[config.mk]
export PLATFORM = sky130hd
export DESIGN_NAME = oled_frame_scheduler_flat
export DESIGN_NICKNAME = d
export VERILOG_FILES = /design/src/rtl/oled_frame_scheduler_if.sv /design/src/rtl/oled_frame_scheduler.sv /design/src/flat_wrapper.sv
export SDC_FILE = /design/constraint.sdc
export NUM_CORES = 1
export LEC_CHECK = 0
export CORE_AREA = 2 2 98 100
export DETAILED_ROUTE_END_ITERATION = 8
export DIE_AREA = 0 0 100 102
export GPL_TIMING_DRIVEN = 0
export PLACE_DENSITY = 0.72
export SYNTH_ARGS = -nofsm -noshare
export SYNTH_HDL_FRONTEND = slang
export SYNTH_SLANG_ARGS = --single-unit
[constraint.sdc]
create_clock -name clk -period 7.1 [get_ports clk]
set_clock_uncertainty 0.05 [all_clocks]
set_input_delay 0.71 -clock clk [delete_from_list [all_inputs] [get_ports clk]]
set_output_delay 0.71 -clock clk [all_outputs]
set_load 0.05 [all_outputs]
[src/rtl/oled_frame_scheduler_if.sv]
// Byte-stream, pixel-source and host-command signals of the SSD1331 frame scheduler.
// OLED_RGB565_EN widens pix_color to 16 bits.
interface oled_frame_scheduler_if;
`ifdef OLED_RGB565_EN
    localparam int PIX_W = 16;
`else
    localparam int PIX_W = 8;
`endif

    logic             tx_valid;
    logic             tx_ready;
    logic [7:0]       tx_data;
    logic             tx_dc;
    logic [6:0]       pix_x;
    logic [5:0]       pix_y;
    logic [PIX_W-1:0] pix_color;
    logic             cmd_valid;
    logic [7:0]       cmd_data;
    logic             cmd_last;
    logic             cmd_ready;

    modport master (
        output tx_valid, tx_data, tx_dc, pix_x, pix_y, cmd_ready,
        input  tx_ready, pix_color, cmd_valid, cmd_data, cmd_last
    );

    modport slave (
        input  tx_valid, tx_data, tx_dc, pix_x, pix_y, cmd_ready,
        output tx_ready, pix_color, cmd_valid, cmd_data, cmd_last
    );
endinterface

[src/rtl/oled_frame_scheduler.sv]
// SSD1331 96x64 sequencer: panel reset, init ROM, then endless window+pixel frames with host packets
// slotted in at frame boundaries. Define OLED_RGB565_EN for 16-bit pixels sent as two bytes.
module oled_frame_scheduler #(
    parameter int RESET_CYCLES = 1000,
    parameter int PIX_LATENCY  = 1
) (
    input  logic                   clk,
    input  logic                   reset,
    output logic                   oled_resn,
    output logic                   frame_start,
    output logic                   init_done,
    oled_frame_scheduler_if.master bus
);
    localparam logic [2:0] ST_RST_LOW  = 3'd0;
    localparam logic [2:0] ST_RST_WAIT = 3'd1;
    localparam logic [2:0] ST_INIT     = 3'd2;
    localparam logic [2:0] ST_WINDOW   = 3'd3;
    localparam logic [2:0] ST_PIXELS   = 3'd4;
    localparam logic [2:0] ST_HOST     = 3'd5;

    localparam int             RCW      = (RESET_CYCLES > 1) ? $clog2(RESET_CYCLES) : 1;
    localparam logic [RCW-1:0] RC_LAST  = RCW'(RESET_CYCLES - 1);
    localparam logic [1:0]     LAT_LAST = 2'(PIX_LATENCY);

    logic [2:0]     state;
    logic [RCW-1:0] rst_cnt;
    logic [5:0]     idx;
    logic [1:0]     lat_cnt;
    logic           tx_valid_r;
    logic [7:0]     tx_data_r;
    logic [6:0]     pix_x_r;
    logic [5:0]     pix_y_r;
    logic           xfer;
    logic           pix_done;
    logic [7:0]     pix_first;

    function automatic logic [7:0] init_rom(input logic [5:0] i);
        case (i)
            6'd0:  init_rom = 8'hBC;  6'd1:  init_rom = 8'hAE;  6'd2:  init_rom = 8'hA0;
`ifdef OLED_RGB565_EN
            6'd3:  init_rom = 8'h62;
`else
            6'd3:  init_rom = 8'h22;
`endif
            6'd4:  init_rom = 8'hA1;  6'd5:  init_rom = 8'h00;  6'd6:  init_rom = 8'hA2;
            6'd7:  init_rom = 8'h00;  6'd8:  init_rom = 8'hA4;  6'd9:  init_rom = 8'hA8;
            6'd10: init_rom = 8'h3F;  6'd11: init_rom = 8'hAD;  6'd12: init_rom = 8'h8E;
            6'd13: init_rom = 8'hB0;  6'd14: init_rom = 8'h00;  6'd15: init_rom = 8'hB1;
            6'd16: init_rom = 8'h74;  6'd17: init_rom = 8'hF0;  6'd18: init_rom = 8'hF0;
            6'd19: init_rom = 8'h8A;  6'd20: init_rom = 8'h64;  6'd21: init_rom = 8'h8B;
            6'd22: init_rom = 8'h78;  6'd23: init_rom = 8'h8C;  6'd24: init_rom = 8'h64;
            6'd25: init_rom = 8'hBB;  6'd26: init_rom = 8'h31;  6'd27: init_rom = 8'h81;
            6'd28: init_rom = 8'hFF;  6'd29: init_rom = 8'h82;  6'd30: init_rom = 8'hFF;
            6'd31: init_rom = 8'h83;  6'd32: init_rom = 8'hFF;  6'd33: init_rom = 8'hBE;
            6'd34: init_rom = 8'h3E;  6'd35: init_rom = 8'h87;  6'd36: init_rom = 8'h06;
            default: init_rom = 8'hAF;
        endcase
    endfunction

    // Full-screen column/row address window sent ahead of every frame.
    function automatic logic [7:0] window_byte(input logic [2:0] i);
        case (i)
            3'd0:    window_byte = 8'h15;
            3'd2:    window_byte = 8'h5F;
            3'd3:    window_byte = 8'h75;
            3'd5:    window_byte = 8'h3F;
            default: window_byte = 8'h00;
        endcase
    endfunction

`ifdef OLED_RGB565_EN
    logic low_phase;
    assign pix_done  = xfer && low_phase;
    assign pix_first = bus.pix_color[15:8];
`else
    assign pix_done  = xfer;
    assign pix_first = bus.pix_color;
`endif

    assign xfer      = tx_valid_r && bus.tx_ready;
    assign bus.pix_x = pix_x_r;
    assign bus.pix_y = pix_y_r;

    // HOST hands the transmitter straight to the host; elsewhere the registered byte drives it.
    always_comb begin
        oled_resn   = (state != ST_RST_LOW);
        frame_start = (state == ST_WINDOW) && (idx == 6'd0) && xfer;
        if (state == ST_HOST) begin
            bus.tx_valid  = bus.cmd_valid;
            bus.tx_data   = bus.cmd_data;
            bus.tx_dc     = 1'b0;
            bus.cmd_ready = bus.tx_ready;
        end else begin
            bus.tx_valid  = tx_valid_r;
            bus.tx_data   = tx_data_r;
            bus.tx_dc     = (state == ST_PIXELS);
            bus.cmd_ready = 1'b0;
        end
    end

    always_ff @(posedge clk) begin
        if (reset) begin
            state      <= ST_RST_LOW;
            rst_cnt    <= '0;
            idx        <= '0;
            lat_cnt    <= '0;
            tx_valid_r <= 1'b0;
            tx_data_r  <= '0;
            pix_x_r    <= '0;
            pix_y_r    <= '0;
            init_done  <= 1'b0;
`ifdef OLED_RGB565_EN
            low_phase  <= 1'b0;
`endif
        end else begin
            case (state)
                ST_RST_LOW: begin
                    if (rst_cnt == RC_LAST) begin
                        rst_cnt <= '0;
                        state   <= ST_RST_WAIT;
                    end else begin
                        rst_cnt <= rst_cnt + 1'b1;
                    end
                end
                ST_RST_WAIT: begin
                    if (rst_cnt == RC_LAST) begin
                        rst_cnt    <= '0;
                        state      <= ST_INIT;
                        idx        <= '0;
                        tx_valid_r <= 1'b1;
                        tx_data_r  <= init_rom(6'd0);
                    end else begin
                        rst_cnt <= rst_cnt + 1'b1;
                    end
                end
                ST_INIT: begin
                    if (xfer) begin
                        if (idx == 6'd37) begin
                            init_done <= 1'b1;
                            state     <= ST_WINDOW;
                            idx       <= '0;
                            tx_data_r <= window_byte(3'd0);
                            pix_x_r   <= '0;
                            pix_y_r   <= '0;
                        end else begin
                            idx       <= idx + 6'd1;
                            tx_data_r <= init_rom(idx + 6'd1);
                        end
                    end
                end
                ST_WINDOW: begin
                    if (xfer) begin
                        if (idx == 6'd5) begin
                            state      <= ST_PIXELS;
                            tx_valid_r <= 1'b0;
                            lat_cnt    <= '0;
                        end else begin
                            idx       <= idx + 6'd1;
                            tx_data_r <= window_byte(idx[2:0] + 3'd1);
                        end
                    end
                end
                ST_PIXELS: begin
                    // Wait out the pixel source latency after every address change before sampling.
                    if (!tx_valid_r) begin
                        if (lat_cnt == LAT_LAST) begin
                            tx_valid_r <= 1'b1;
                            tx_data_r  <= pix_first;
                            lat_cnt    <= '0;
                        end else begin
                            lat_cnt <= lat_cnt + 2'd1;
                        end
                    end else if (pix_done) begin
                        tx_valid_r <= 1'b0;
`ifdef OLED_RGB565_EN
                        low_phase  <= 1'b0;
`endif
                        if (pix_x_r == 7'd95) begin
                            pix_x_r <= '0;
                            if (pix_y_r == 6'd63) begin
                                pix_y_r <= '0;
                                if (bus.cmd_valid) begin
                                    state <= ST_HOST;
                                end else begin
                                    state      <= ST_WINDOW;
                                    idx        <= '0;
                                    tx_valid_r <= 1'b1;
                                    tx_data_r  <= window_byte(3'd0);
                                end
                            end else begin
                                pix_y_r <= pix_y_r + 6'd1;
                            end
                        end else begin
                            pix_x_r <= pix_x_r + 7'd1;
                        end
                    end
`ifdef OLED_RGB565_EN
                    else if (xfer) begin
                        low_phase <= 1'b1;
                        tx_data_r <= bus.pix_color[7:0];
                    end
`endif
                end
                ST_HOST: begin
                    if (bus.cmd_valid && bus.tx_ready && bus.cmd_last) begin
                        state      <= ST_WINDOW;
                        idx        <= '0;
                        tx_valid_r <= 1'b1;
                        tx_data_r  <= window_byte(3'd0);
                    end
                end
                default: state <= ST_RST_LOW;
            endcase
        end
    end
endmodule

[src/flat_wrapper.sv]
// flat-port wrapper written by rule: the top's interface ports become plain ports
module oled_frame_scheduler_flat 
#(
    parameter int RESET_CYCLES = 1000,
    parameter int PIX_LATENCY  = 1
)
  (clk, reset, oled_resn, frame_start, init_done, bus_tx_valid, bus_tx_data, bus_tx_dc, bus_pix_x, bus_pix_y, bus_cmd_ready, bus_tx_ready, bus_pix_color, bus_cmd_valid, bus_cmd_data, bus_cmd_last);
  oled_frame_scheduler_if bus_i ();
  input  logic clk;
  input  logic reset;
  output logic oled_resn;
  output logic frame_start;
  output logic init_done;
  output wire logic [$bits(bus_i.tx_valid)-1:0] bus_tx_valid;
  output wire logic [$bits(bus_i.tx_data)-1:0] bus_tx_data;
  output wire logic [$bits(bus_i.tx_dc)-1:0] bus_tx_dc;
  output wire logic [$bits(bus_i.pix_x)-1:0] bus_pix_x;
  output wire logic [$bits(bus_i.pix_y)-1:0] bus_pix_y;
  output wire logic [$bits(bus_i.cmd_ready)-1:0] bus_cmd_ready;
  input wire logic [$bits(bus_i.tx_ready)-1:0] bus_tx_ready;
  input wire logic [$bits(bus_i.pix_color)-1:0] bus_pix_color;
  input wire logic [$bits(bus_i.cmd_valid)-1:0] bus_cmd_valid;
  input wire logic [$bits(bus_i.cmd_data)-1:0] bus_cmd_data;
  input wire logic [$bits(bus_i.cmd_last)-1:0] bus_cmd_last;
  assign bus_tx_valid = bus_i.tx_valid;
  assign bus_tx_data = bus_i.tx_data;
  assign bus_tx_dc = bus_i.tx_dc;
  assign bus_pix_x = bus_i.pix_x;
  assign bus_pix_y = bus_i.pix_y;
  assign bus_cmd_ready = bus_i.cmd_ready;
  assign bus_i.tx_ready = bus_tx_ready;
  assign bus_i.pix_color = bus_pix_color;
  assign bus_i.cmd_valid = bus_cmd_valid;
  assign bus_i.cmd_data = bus_cmd_data;
  assign bus_i.cmd_last = bus_cmd_last;
  oled_frame_scheduler #(.RESET_CYCLES(RESET_CYCLES), .PIX_LATENCY(PIX_LATENCY)) u_core (.clk(clk), .reset(reset), .oled_resn(oled_resn), .frame_start(frame_start), .init_done(init_done), .bus(bus_i));
endmodule
Word-level counts from Yosys, hierarchy flattened. Memory sizes are Yosys's and may differ from the RTL's. Index checks and enable logic that the tools add are counted.

Flip-flop bits (word level): 44. Latch bits: 0. RAM bits: 0. Memory bits (read-only): 512. Bits of input ports: 21. Word-level logic and storage cells: 144. Memories: 1.

$add $sub $neg: 6. Multipliers: 0. Div/mod/pow operators: 0. $lt $le $gt $ge: 0. Equal/unequal tests: 33. Shift-type cells: 0. Multiplexer cells: 73. Bitwise gates (word level): 0. Reduce and logical (&&, ||, !) cells: 22.

Memories: (no name shown) (depth 64, bits a word 8, rd ports 1, clocked after memory_dff 0, write ports 0, line oled_frame_scheduler.sv:38) `case (i)`.

Operator list (count): 8-bit 2-to-1 mux (13); 6-bit 2-to-1 mux (17); 8-bit one-hot mux with 5 select lines (1); 3-bit 2-to-1 mux (12); 7-bit 2-to-1 mux (5); 11-bit AND reduction (3); 6-bit one-hot mux with 5 select lines (1); 7-bit one-hot mux with 4 select lines (1); 3-bit one-hot mux with 6 select lines (1); 2-bit by 1-bit != test with 1-bit output, second input constant (7); 2-bit != test, second input constant (7); 7-bit one-hot mux with 2 select lines (1); 1-bit 2-to-1 mux (13); 6-bit by 1-bit adder with 6-bit output, second input constant (2); 3-bit by 2-bit equality test with 1-bit output, second input constant (4); 6-bit equality test, second input constant (2); 3-bit != test, second input constant (4); 6-bit one-hot mux with 2 select lines (1); 10-bit by 1-bit adder with 10-bit output, second input constant (1); 10-bit equality test, second input constant (1); 10-bit 2-to-1 mux (1); 5-bit AND reduction (2); 3-bit equality test, second input constant (3); 2-bit 2-to-1 mux (4); other kinds (21) (27).

Depth between registers and ports, before layout.
Depth in word-level cells: 6. Mapped depth: 10.

Least setup slack after synthesis. OpenSTA, ideal clock, no wires.

Path type: register to output. Start point: register u_core.state[0]. End point: output port bus_tx_valid. Arrival time: 2.103 ns. Slack: 4.237 ns. Cell stages (with the launch flop): 5. Path buffers: 2. Path through: dfxtp_1 > buf_2 > clkbuf_1 > nand2_1 > o21ai_0.

Cells in the longest elaborated chain, start to end: 2.

RTL lines: from (decl) (line oled_frame_scheduler.sv:25) `logic [2:0] state;`; from (signal assigned) (line oled_frame_scheduler.sv:103) `state <= ST_RST_LOW;`; from (signal assigned) (line oled_frame_scheduler.sv:120) `state <= ST_RST_WAIT;`; from (signal assigned) (line oled_frame_scheduler.sv:128) `state <= ST_INIT;`; 3-bit equality test (line oled_frame_scheduler.sv:88) `if (state == ST_HOST) begin`; 1-bit 2-to-1 mux (line oled_frame_scheduler.sv:88); to (decl) (line flat_wrapper.sv:14) `output wire logic [$bits(bus_i.tx_valid)-1:0] bus_tx_valid;`.

No other way between the ends.

Worst setup path after layout.
Start point: input port bus_tx_ready. End point: output port frame_start.

Cells in the longest elaborated chain, start to end: 2.

RTL lines: from (decl) (line flat_wrapper.sv:20) `input wire logic [$bits(bus_i.tx_ready)-1:0] bus_tx_ready;`; 1-bit logical AND (line oled_frame_scheduler.sv:80) `assign xfer = tx_valid_r && bus.tx_ready;`; 1-bit logical AND (line oled_frame_scheduler.sv:87) `frame_start = (state == ST_WINDOW) && (idx == 6'd0) && xfer;`; to (decl) (line flat_wrapper.sv:12) `output logic frame_start;`.

No other way between the ends.

==> results list <==
* Number of global-route vias before repair: about 3,500
- After global routing, the most crowded layer is met2.
* Setup repair after global routing missed its margin: false
* Number of buffers inserted to repair setup after CTS: 0
- The share of total power dissipated in the clock network is 0.430.
- Number of vias per cell: 5.95
- Fill cells in the final layout number 934.
- Among all cell types in the netlist, the one instantiated most often is nor2_1.
- Category of the worst setup path capture point: output port
- Counting every net in the synthesized netlist gives 508.
- Die extent in x: 100 microns
- The number of antenna violations at the first check in global routing came to 0.
- Xor/xnor cell area share of the yosys netlist: 0.0667
- Of the post-synthesis cell area, the part taken by muxes is 0.0540.
- The number of antenna diodes in the final layout is 0.
* Crit-path max FO: 8
- The count of final max-slew check failures was 0.
* CTS Hold Bufs: 0
- Standard-cell row count: 35
- In this run, distinct cell masters in the synthesized netlist total slightly above 70.
- Final hold vios: 0
- Subtracting the final worst setup slack from the clock period gives between 3 and 4 ns.
- Share of total power in sequential cells: 0.524
- Die extent in y: 102 microns
- Placed inst area: 4150 sq um
* FFs w/ async S/R, synth: 0
* Top achievable clock speed: 274 MHz
- Across the VDD grid, the largest voltage drop is 0.0699 mV.
- Total power after layout: 0.476 mW
* Most frequently used flop master after synthesis: dfxtp_1
- The count of nets left with antenna violations once routing finished came out at 0.
- Layout overhead on the synthesized area: 20.2%
- Total GRT Usage: 0.214
- In this run the number of H-tree levels came out at 2.
- Mean cell area of the mapped netlist: around 7.4 sq um
- After clock tree synthesis, the clock-pin slew on the worst setup and hold paths is 0.10 ns.
- The congestion estimate from routability-driven global placement came to 1.03.
* Crit path launch type: input port
* Top cells by instance count after synthesis: nor2_1 (58), nand2_1 (47), dfxtp_1 (44)
- Cell area after synthesis: 3550 sq um
- The net count of the finished layout is 561.
* CTS Sinks: 44
* GR met3 Demand/Resource: 0.0404
* Clock tree root driver cell: clkbuf_8
- The worst setup path is of the in -> out kind.
* Fraction of final layout cells with drive strength greater than 1: 0.0904
- Share of synthesized cell area in full adder, half adder and majority cells: 0.0374
* Power Internal: roughly 0.37 mW
- The routed layout has ~3,800 vias.
* Worst slew pin tran: 0.796 ns
- CTS Buf Count: 5
- Met2 Usage GRT: 0.357
- The region available for standard cell placement spans 9110 sq um.
- Total of warnings raised by yosys: 0
- The tool flagged a number of max-cap violations equal to 0.
* Area share of the largest cell type after synthesis: 0.248
* Wire length of the first global-routing pass: 17,700 microns
- Worst Path Required: approximately 6.3 ns
* Total negative slack for setup checks: 0 ns
- Ratio of final minimum period to clock period: 0.514
- Net switching fraction of the power: 0.230
- Pre-Repair DR Iteration Count: 6
* Clock latency of the later-clocked register in the worst-skew pair: 0.31 ns
* Main combinational cell family by area after synthesis: simple AND/OR/NAND/NOR gates
* Combinational share of power: 0.046
- Leading area contributor after synthesis: dfxtp_1
- Hold WS: 0.437 ns
- The number of gates resized after CTS was 0.
- The total overflow left after global routing is 0.
- After synthesis, the cell types taking the most area are dfxtp_1 (25%), nor2_1 (6.1%), a21oi_1 (5.4%), o21ai_0 (5.1%), nand2_1 (5.0%).
- Entering global routing, the biggest net connects 16 pins.
- Path category of the worst min-delay check: reg -> reg
* Detailed-route DRC error count: 0
- Detailed Route Iter0 Violations: 379
- After technology mapping, the gate count stands at 477.
- Half-perimeter wire length of the detailed placement result: 8160 microns
- In this run, synthesis produced a sequential element count of 44.
* Met1 usage in global routing: 0.285
- Final setup viols: 0
- For this configuration, the core starts out at a cell density of 0.389.
* Boundary Pins: 48
- TritonCTS built the clock tree.
- Of the total synthesized cell area, the portion taken by AND, OR, NAND and NOR gates is 0.286.
* Power per unit of standard cell area: 112 nW/um^2
- The compound-gate portion of the synthesized area is 0.248.
- Switching power summed over all nets: 0.110 mW
- The clock passes through at most 2 buffers.
- Status: completed
- Post-synth EDFFs: 0
* Leakage dissipation: about 1.5 nW
* Endpoint arrival time on the critical path: around 2.9 ns
* Die outline area: ~10,000 sq um
- Summed area of non-filler cells in the final layout: between 4000 and 5000 sq um
- For this run, the register share of the synthesized area comes to 0.248.
- The final layout contains routed wiring with a total length of 11,100 microns.
- Dividing the detail-routed wire length by the instance count gives 17.3 microns.
- Port bufs: 46
- For flop-to-flop paths, the worst setup slack is 3.90 ns.
- Headroom to the max-slew limit came out at 0.467.
==> routing by layer <==
layer,share of wire,vias up
li1,-,1832
met2,0.45,219
met4,0.018,0
met5,0,-
met1,0.44,1747
met3,0.090,20
==> critical path, cell delays in order <==
cell and delay, ns:
clkdlybuf4s50_1 0.57, and2_1 0.15, clkbuf_1 0.37, and4_1 0.28
clkdlybuf4s50_1 0.81
==> sequential cells by signal (all words and copies together) (netlist names) <==
name	flops
u_core.bus.pix_y	6
u_core.idx	6
u_core.init_done	1
u_core.tx_data_r	8
u_core.lat_cnt	2
u_core.tx_valid_r	1
u_core.bus.pix_x	7
u_core.state	3
u_core.rst_cnt	10
==> power groups by stage <==
stage                     Sequential [mW]  Combinational, mW  Clock [mW]
after floorplan                     0.255            0.00730           0
after global placement              0.255             0.0216           0
after detailed placement            0.255             0.0217           0
after CTS                           0.249             0.0221       0.210
after global routing                0.250             0.0239       0.216
final                               0.249             0.0220       0.204
==> layout by cell type (no fill, tap or decap), drive strengths merged, types with 6 or more instances in the layout <==
cell type      count
buf               10
nor2              58
mux2               9
ha                 9
a311oi             6
and3               9
a21oi             39
nor3              11
and2               7
nand4              6
mux2i              9
clkbuf            30
inv               13
nand2b             8
nand2             48
o21ai             37
dfxtp             44
nand3             17
clkdlybuf4s50     46
xor2              15
xnor2             12
==> kinds of logic (layout without fill, tap and decap cells) <==
logic type	after synthesis	after routing
AOI/OAI and AO/OA	136	136
xor gates and xnor gates	27	27
adders and majority gates	10	10
buffers and inverters	48	102
DFF	44	44
muxes	18	18
and+or+nand+nor	194	194
==> worst paths after layout <==
| check | from | end | cells past startpoint |
|---|---|---|---|
| max | bus_tx_ready | frame_start | 5 |
| min | u_core.bus.pix_x[1] | u_core.bus.pix_x[1] | 2 |
| max reg2reg | u_core.idx[1] | u_core.tx_data_r[7] | 8 |
| min reg2reg | u_core.bus.pix_x[1] | u_core.bus.pix_x[1] | 2 |
==> through the flow <==
| stage | util | setup slack, ns | instances |
|---|---|---|---|
| final | 0.468 | 3.45 | 642 |
| after floorplan | - | 4.24 | 477 |
| after CTS | 0.468 | 3.47 | 642 |
| after global placement | 0.455 | 3.47 | 634 |
| after detailed placement | 0.455 | 3.50 | 634 |
| after global routing | 0.468 | 3.40 | 642 |
==> final cells by class <==
cell class,count,area [sq um],share of cell area
clock buffer,5,68.8,0.0161
sequential,44,881,0.207
multi-input combinational,385,2460,0.576
inverter,13,48.8,0.0114
tap,111,139,0.0326
clock inverter,3,47.5,0.0112
timing repair buffer,46,460,0.108
buffer,35,161,0.0379
(Power assumes the default switching activity.)
